File: src/rtl/song_reader.sv
// Walks the {note, duration} list of the selected song in a synchronous ROM and
// hands each entry to the note player, waiting for note_done between entries.
module song_reader #(
    parameter int SONG_BITS      = 2,
    parameter int NOTE_ADDR_BITS = 5,
    parameter int NOTE_W         = 6,
    parameter int DUR_W          = 6
) (
    input  logic                                clk,
    input  logic                                reset,
    input  logic                                play,
    input  logic                                reset_play,
    input  logic                                next_song,
    input  logic                                note_done,
    output logic [SONG_BITS+NOTE_ADDR_BITS-1:0] rom_addr,
    input  logic [NOTE_W+DUR_W-1:0]             rom_data,
    output logic                                new_note,
    output logic [NOTE_W-1:0]                   note,
    output logic [DUR_W-1:0]                    duration,
    output logic                                song_done,
    output logic [SONG_BITS-1:0]                song
);

    typedef enum logic [2:0] {
        IDLE,
        FETCH,
        ISSUE,
        WAIT_DONE,
        DONE
    } state_t;

    localparam logic [NOTE_ADDR_BITS-1:0] LAST_IDX = '1;

    state_t                              state_q, state_d;
    logic [SONG_BITS-1:0]                song_q, song_d;
    logic [NOTE_ADDR_BITS-1:0]           note_idx_q, note_idx_d;
    logic [SONG_BITS+NOTE_ADDR_BITS-1:0] rom_addr_q, rom_addr_d;
    logic [NOTE_W-1:0]                   note_q, note_d;
    logic [DUR_W-1:0]                    duration_q, duration_d;
    logic                                new_note_q, new_note_d;
    logic                                song_done_q, song_done_d;

    logic [NOTE_W-1:0] rom_note;
    logic [DUR_W-1:0]  rom_dur;

    assign rom_note = rom_data[NOTE_W+DUR_W-1:DUR_W];
    assign rom_dur  = rom_data[DUR_W-1:0];

    always_comb begin
        state_d     = state_q;
        song_d      = song_q;
        note_idx_d  = note_idx_q;
        note_d      = note_q;
        duration_d  = duration_q;
        new_note_d  = 1'b0;
        song_done_d = 1'b0;

        case (state_q)
            IDLE: begin
                if (play) state_d = FETCH;
            end
            FETCH: begin
                if (play) state_d = ISSUE;
            end
            ISSUE: begin
                // A zero duration marks the end of the song and is never latched.
                if (rom_dur == '0) begin
                    song_done_d = 1'b1;
                    state_d     = DONE;
                end else begin
                    note_d      = rom_note;
                    duration_d  = rom_dur;
                    new_note_d  = 1'b1;
                    state_d     = WAIT_DONE;
                end
            end
            WAIT_DONE: begin
                if (note_done) begin
                    if (note_idx_q == LAST_IDX) begin
                        song_done_d = 1'b1;
                        state_d     = DONE;
                    end else begin
                        note_idx_d  = note_idx_q + 1'b1;
                        state_d     = FETCH;
                    end
                end
            end
            DONE: begin
                state_d = DONE;
            end
            default: begin
                state_d = IDLE;
            end
        endcase

        // Control pulses abort whatever is in flight, including a pending strobe.
        if (next_song) begin
            song_d      = song_q + 1'b1;
            note_idx_d  = '0;
            state_d     = IDLE;
            note_d      = note_q;
            duration_d  = duration_q;
            new_note_d  = 1'b0;
            song_done_d = 1'b0;
        end else if (reset_play) begin
            note_idx_d  = '0;
            state_d     = IDLE;
            note_d      = note_q;
            duration_d  = duration_q;
            new_note_d  = 1'b0;
            song_done_d = 1'b0;
        end

        rom_addr_d = {song_d, note_idx_d};
    end

    always_ff @(posedge clk) begin
        if (reset) begin
            state_q     <= IDLE;
            song_q      <= '0;
            note_idx_q  <= '0;
            rom_addr_q  <= '0;
            note_q      <= '0;
            duration_q  <= '0;
            new_note_q  <= 1'b0;
            song_done_q <= 1'b0;
        end else begin
            state_q     <= state_d;
            song_q      <= song_d;
            note_idx_q  <= note_idx_d;
            rom_addr_q  <= rom_addr_d;
            note_q      <= note_d;
            duration_q  <= duration_d;
            new_note_q  <= new_note_d;
            song_done_q <= song_done_d;
        end
    end

    assign rom_addr  = rom_addr_q;
    assign new_note  = new_note_q;
    assign note      = note_q;
    assign duration  = duration_q;
    assign song_done = song_done_q;
    assign song      = song_q;

endmodule

File: config.mk
export PLATFORM = sky130hd
export DESIGN_NAME = song_reader
export DESIGN_NICKNAME = d
export VERILOG_FILES = /design/src/rtl/song_reader.sv
export SDC_FILE = /design/constraint.sdc
export NUM_CORES = 1
export LEC_CHECK = 0
export CAP_MARGIN = 10
export CORE_UTILIZATION = 40
export CTS_BUF_LIST = sky130_fd_sc_hd__clkbuf_2
export CTS_CLUSTER_SIZE = 12
export DETAILED_ROUTE_END_ITERATION = 12
export PLACE_DENSITY = 0.78
export REMOVE_ABC_BUFFERS = 1
export SLEW_MARGIN = 20
export SYNTH_ARGS = -nofsm -noshare
export SYNTH_HDL_FRONTEND = slang
export SYNTH_SLANG_ARGS = --single-unit
File: constraint.sdc
create_clock -name clk -period 4.4 [get_ports clk]
set_input_delay 0.44 -clock clk [delete_from_list [all_inputs] [get_ports clk]]
set_output_delay 0.44 -clock clk [all_outputs]
set_load 0.05 [all_outputs]
==> results.sh <==
export IMPL_status="finished clean"
export IMPL_fill_cells=230
export IMPL_fin_crit_sh_pct=47.1
export IMPL_pre_cts_ws_ns=2.26
export IMPL_slew_viol_final=0
export IMPL_routabilityCongestion=0.829
export IMPL_grt_pass1_vias=955
export IMPL_yosys_area_top_type_share_pct=41.6
export IMPL_antenna_cells=0
export IMPL_dp_hpwl_mm=1.72
export IMPL_die_w_um=55.7
export IMPL_timing_critical_path_slowest_stage_cell="clkdlybuf4s50_1"
export IMPL_min_delay_start="duration[4]$_SDFFE_PP0P_"
export IMPL_path_clk_slew_ns=0.23
export IMPL_ys_types=34
export IMPL_endpoint="rom_addr[0]"
export IMPL_clock_fmax_mhz=482
export IMPL_vdd_drop_max_uv=173
export IMPL_dp_cells=184
export IMPL_grt_ovfl_total=0
export IMPL_startpoint_type="flip-flop"
export IMPL_layout_setup_ws_ns=2.33
export IMPL_drt_iter0_drc=27
export IMPL_arrival_ns=1.63
export IMPL_syn_area_per_cell_um2=9.46
export IMPL_syn_area_um2=1150
export IMPL_synth_seq_area_share_pct=41.6
export IMPL_rows=19
export IMPL_area_growth_pct=37.6
export IMPL_grt_max_degree=29
export IMPL_crit_chain="clkdlybuf4s50_1"
export IMPL_path_buf_inv=1
export IMPL_fin_tns_setup_ns=0
export IMPL_p_leak_nw=0.543
export IMPL_portBuffers=40
export IMPL_clkSinkCount=24
export IMPL_core_area_um2=2730
export IMPL_r2r_setup_slack_ns=2.55
export IMPL_ioPinCount=41
export IMPL_drive_gt1_share_pct=4.46
export IMPL_critPathLaunch="note_idx_q[0]$_SDFFE_PP0P_"
export IMPL_ant_nets=0
export IMPL_crit_family="buffers and inverters"
export IMPL_ys_seq_elements=24
export IMPL_max_slew_worst_pin_slew_ns=0.654
export IMPL_yosysWarnings=0
export IMPL_viasPerCell=5.27
export IMPL_r2r_start="note_idx_q[0]$_SDFFE_PP0P_"
export IMPL_grt_pass1_wl_mm=4.13
export IMPL_stdcell_count=188
export IMPL_h_tree_depth=1
export IMPL_critical_path_required_ns=3.96
export IMPL_clock_skew_ns=0.0106
export IMPL_power_density_nw_per_um2=266
export IMPL_max_stage_delay_ns=0.83
export IMPL_nets=178
export IMPL_relSlewSlack_pct=56.3
export IMPL_crit_path_max_fanout=5
export IMPL_grtUsageTotal_pct=16.2
export IMPL_cts_max_path_buffers=2
export IMPL_fin_crit_ns=2.07
export IMPL_post_cts_buffers=0
export IMPL_finalSetupViolations=0
export IMPL_routed_wl_mm=2.35
export IMPL_r2r_end="note_idx_q[2]$_SDFFE_PP0P_"
export IMPL_die_height_um=55.7
export IMPL_cts_root_buf="clkbuf_2"
export IMPL_initial_core_util_pct=42.2
export IMPL_layout_commonest_cell="clkdlybuf4s50_1"
export IMPL_grt_antenna_before_repair=0
export IMPL_vias=990
export IMPL_maxCapViolCount=0
export IMPL_drc=0
export IMPL_r2r_cells=5
export IMPL_synth_cells=122
export IMPL_cts_tree="built"
export IMPL_cts_resized=0
export IMPL_path_class="flip-flop to output port"
export IMPL_first_pass_iters=4
export IMPL_ctsHoldBuffers=0
export IMPL_final_hold_violation_count=0
export IMPL_worstSetupPathDepth=1
export IMPL_min_path_type="flip-flop to flip-flop"
export IMPL_synthTopCellsByArea="dfxtp_1 (42%), nand2b_1 (12%), mux2i_1 (8.7%)"
export IMPL_layout_common_cells="clkdlybuf4s50_1 (40), dfxtp_1 (24), nand2b_1 (23), mux2i_1 (10), a21oi_1 (6)"
export IMPL_yosys_area_top_type="dfxtp_1"
export IMPL_wire_per_inst_um=12.5
export IMPL_rsz0062_at_grt="no"
export IMPL_die_area_um2=3100
export IMPL_cts_made_buffers=3
export IMPL_endpoint_kind="output port"
export IMPL_clk_latency_ns=0.34
[per-layer routing]
layer  vias up  share of wire [%]  global-route usage, %
met5         -                  0                      0
met4         0                  0                   4.29
met1       453                 45                   21.3
met2        37                 48                   26.7
met3         0                7.2                   3.72
li1        500                  -                      -
[flip-flops by register name (all words and copies together), names as in the netlist]
register	cells
duration	6
new_note	1
song	1
note	6
song_done	1
note_idx_q	4
rom_addr	2
state_q	3
[worst min-delay path by stage]
| stage | end | slack, ns | cells past startpoint |
|---|---|---|---|
| finish | duration[4]$_SDFFE_PP0P_ | 0.48 | 2 |
| global route | duration[3]$_SDFFE_PP0P_ | 0.51 | 2 |
| CTS | duration[4]$_SDFFE_PP0P_ | 0.49 | 2 |
| detailed placement | duration[4]$_SDFFE_PP0P_ | 0.46 | 2 |
| global placement | duration[4]$_SDFFE_PP0P_ | 0.46 | 2 |
| floorplan | state_q[0]$_SDFFE_PP0P_ | 0.48 | 1 |
[logic make-up after synthesis]
kind of cell	count (synthesis)	synth area share, %
simple gates	51	28.2
flops	24	41.6
compound gates	20	11.7
buf+inv	12	5.31
mux	10	8.68
xor+xnor	3	2.28
fa+ha+maj	2	2.17
[worst reg2reg max path, delay by kind of cell (launching register included)]
kind                     cells  cell delay, ns
AND/OR/NAND/NOR              2            0.72
adder cells (fa/ha/maj)      2            0.51
flip-flops                   1            0.41
AO/OA/AOI/OAI                1            0.16
[power breakdown]
part / total [mW] / switching [mW] / internal, mW
Combinational: 0.0541 / 0.0270 / 0.0271
Sequential: 0.223 / 0.00240 / 0.220
Clock: 0.146 / 0.0672 / 0.0783
[layout make-up]
type	count	area (um2)	area share, %
multi-input combinational	86	612	38.5
tap	31	38.8	2.44
inverter	3	11.3	0.709
timing repair buffer	40	400	25.2
clock inverter	1	30.0	1.89
sequential	24	480	30.3
clock buffer	3	15.0	0.946
[through the flow]
stage / instance area (um2) / power (mW) / hold slack (ns) / util, %
after detailed placement: 1540 / 0.281 / 0.458 / 56.4
final: 1590 / 0.422 / 0.480 / 58.1
after floorplan: 1100 / 0.251 / 0.484 / -
after CTS: 1590 / 0.426 / 0.486 / 58.1
after global routing: 1590 / 0.438 / 0.509 / 58.1
after global placement: 1540 / 0.280 / 0.459 / 56.4
[cells in the mapped netlist, drive strengths merged]
library cell	n
a211o	1
a211oi	1
a21oi	6
a31o	1
a31oi	1
and3	2
and4b	2
buf	3
clkbuf	6
dfxtp	24
ha	2
inv	3
mux2i	10
nand2	1
nand2b	23
nand3	4
nand3b	2
nand4b	3
nor2	5
nor3	1
nor3b	1
nor4	1
o21ai	6
o311a	1
o31ai	3
or2b	1
or3	2
or4	3
xnor2	1
xor2	2
(Power assumes the default switching activity.)
==> patch 1: new RTL, same settings <==
Make the reset (`reset`) asynchronous in one clocked block.
--- a/src/rtl/song_reader.sv
+++ b/src/rtl/song_reader.sv
@@ -115,5 +115,5 @@
     end
 
-    always_ff @(posedge clk) begin
+    always_ff @(posedge clk or posedge reset) begin
         if (reset) begin
             state_q     <= IDLE;
Formal check against the unedited RTL: differs if reset is asserted again (counterexample within 4 cycles, from zero or initial values and one cycle with reset high); with reset held inactive, the same outputs for 10 cycles.
==> patch 1 against the unedited design <==
The flow now finishes with violations (design-rule violations); final area up 1.8%; sequential cell count unchanged; fmax down 7.7%; critical path depth up 4; wire length up 1.7%; worst setup slack worse by 0.17 ns; clock skew down 0.0038 ns; area after synthesis up 3.8%; critical path type is now in -> reg; largest cell class is now sequential cells; highest routed layer is now met4.
Power is not compared: it rests on default switching activity, and its combinational part moved more than twofold at a synthesized area within 25%.
==> patch 1: results <==
{
  "violations": "design-rule violations",
  "fillers": 237,
  "fin_crit_sh": 0.511,
  "track_usage": 0.161,
  "design.seq.count": 24,
  "signal_buffers": 41,
  "run_status": "complete, but fails checks",
  "fin_hold_ws_ns": 0.508,
  "critPathArrivalTime_ns": 2.48,
  "r2r_slack_ns": 2.31,
  "dp_slack_ns": 1.55,
  "clk_latency_ns": 0.31,
  "drt_iter0_drc": 61,
  "synthAdderAreaFrac": 0.0313,
  "drt_first_pass_iters": 8,
  "worstHoldStart": "rom_addr[6]$_DFFE_PP0P_",
  "critPathCapture": "duration[0]$_DFFE_PP0P_",
  "drc": 12,
  "yosysUniqueCellTypes": 38,
  "finalWeightedCongestion": 0.789,
  "synth_area_leaders": "dfrtp_1 50%, mux2_4 11%, ha_1 3.1%",
  "clk_pin_slew_ns": 0.20,
  "synth_common_cells": "24 x dfrtp_1, 9 x mux2_4, 4 x a21oi_1, 4 x nand3_1, 4 x nor2_1",
  "regToRegStartpoint": "rom_addr[0]$_DFFE_PP0P_",
  "grt_pass1_wl_mm": 4.02
}
patch 1: cell types whose count changed after synthesis, sizes merged, moves of 3 or more:
cell | before | now
mux2 | 0 | 12
dfrtp | 0 | 24
o21ai | 6 | 2
clkbuf | 6 | 1
mux2i | 10 | 0
nand2b | 23 | 0
buf | 3 | 6
or4 | 3 | 0
dfxtp | 24 | 0
patch 1: cells by family (layout without fill, tap and decap cells):
family	count (synthesis)	count (layout)
AO/OA/AOI/OAI	18	18
XOR/XNOR	3	3
adder cells (fa/ha/maj)	3	3
buffers and inverters	10	47
flip-flops	24	24
multiplexers	12	12
AND/OR/NAND/NOR	24	24
patch 1: through the flow:
step	cells	power (mW)	utilization	instance area (um^2)
after floorplan	87	0.432	-	1150
after global placement	158	0.525	0.567	1590
after detailed placement	158	0.529	0.567	1590
after CTS	161	0.608	0.572	1610
after global routing	162	0.628	0.576	1620
final	162	0.600	0.576	1620
patch 1: worst max-delay path, cell delays in order:
cell and delay, ns:
clkdlybuf4s50_1 0.52, or3_4 0.45, a2111oi_4 0.53, buf_6 0.23, mux2_4 0.30
patch 1: layer usage:
metal	track usage	routed length, um	vias up
li1	-	-	424
met1	0.210	1070	435
met2	0.264	1120	41
met3	0.0369	180	2
met4	0.0536	4	0
met5	0	0	-
patch 1: power by group through the flow:
| stage | combinational [mW] | sequential, mW | clock, mW |
|---|---|---|---|
| 3_3_place_gp | 0.256 | 0.270 | 0 |
| 4_1_cts | 0.259 | 0.267 | 0.0820 |
| 3_5_place_dp | 0.258 | 0.271 | 0 |
| 2_1_floorplan | 0.0396 | 0.392 | 0 |
| 5_1_grt | 0.267 | 0.271 | 0.0898 |
| 6_report | 0.257 | 0.266 | 0.0768 |
==> patch 2: new RTL, same flow settings <==
Without the edit above. Set the parameter `NOTE_W` to 8 (it was 6).
--- a/src/rtl/song_reader.sv
+++ b/src/rtl/song_reader.sv
@@ -4,5 +4,5 @@
     parameter int SONG_BITS      = 2,
     parameter int NOTE_ADDR_BITS = 5,
-    parameter int NOTE_W         = 6,
+    parameter int NOTE_W         = 8,
     parameter int DUR_W          = 6
 ) (
Interface: changed (resized note and rom_data); port bits go from 41 to 45. No check against the original RTL was run, so the function may have changed too.
==> patch 2 against the unedited design <==
Area after synthesis fell by 4.6%; hold slack improved by 0.048 ns; power decreased by 10%; via count shrank 6.0%; worst setup slack worse by 0.12 ns; final area down 1.7%; first-iteration DRC count down 63%; sequential cell count rose by 2; wire length shrank 2.2%.
==> patch 2: results <==
{
  "grt_util_met1": 0.199,
  "dp_slack_ns": 1.77,
  "synth_area_leaders": "dfxtp_1 47%, mux2i_1 13%, nor2_1 8.5%",
  "cp_slowest_cell": "a2111oi_4",
  "place_area_mm2": 0.00153,
  "synthAdderAreaFrac": 0.0227,
  "critPathMaxFanout": 9,
  "io_buffers": 44,
  "signal_buffers": 45,
  "synth_common_cells": "26 x dfxtp_1, 25 x nor2_1, 14 x mux2i_1",
  "multi_input_area_um2": 532,
  "critPathArrivalTime_ns": 2.45,
  "synth_mux_area_frac": 0.127,
  "grt_pass1_wl_mm": 3.64,
  "r2r_slack_ns": 2.20,
  "use_met3": 0.0611,
  "nNonClkInverters": 0,
  "drt_iter0_drc": 10,
  "avgSynthCellArea_um2": 9.57,
  "run_status": "finished clean",
  "route.met2.wl_mm": 1.10,
  "regArea_um2": 520,
  "clock_skew_ns": 0.0236,
  "power_leakage_nw": 0.515,
  "synth_xor_xnor_area_share": 0.0398
}
==> patch 2: cell count changes in the layout (fill, tap and decap cells not counted), sizes merged, moves of 3 or more <==
cell / unedited run / this run
or4: 3 / 0
nand2b: 23 / 2
nand2: 1 / 7
xnor2: 1 / 4
o21ai: 6 / 3
o31ai: 3 / 0
mux2i: 10 / 14
nor2: 5 / 25
clkdlybuf4s50: 40 / 44
inv: 3 / 0
==> patch 2: how the worst min path moves through the flow <==
| stage | end | slack, ns | cells after the start |
|---|---|---|---|
| 2_1_floorplan | state_q[0]$_SDFFE_PP0P_ | 0.48 | 1 |
| 3_3_place_gp | note[3]$_SDFFE_PP0P_ | 0.47 | 2 |
| 3_5_place_dp | duration[4]$_SDFFE_PP0P_ | 0.49 | 2 |
| 4_1_cts | rom_addr[4]$_SDFFE_PP0P_ | 0.53 | 2 |
| 5_1_grt | rom_addr[4]$_SDFFE_PP0P_ | 0.56 | 2 |
| 6_report | duration[2]$_SDFFE_PP0P_ | 0.53 | 2 |
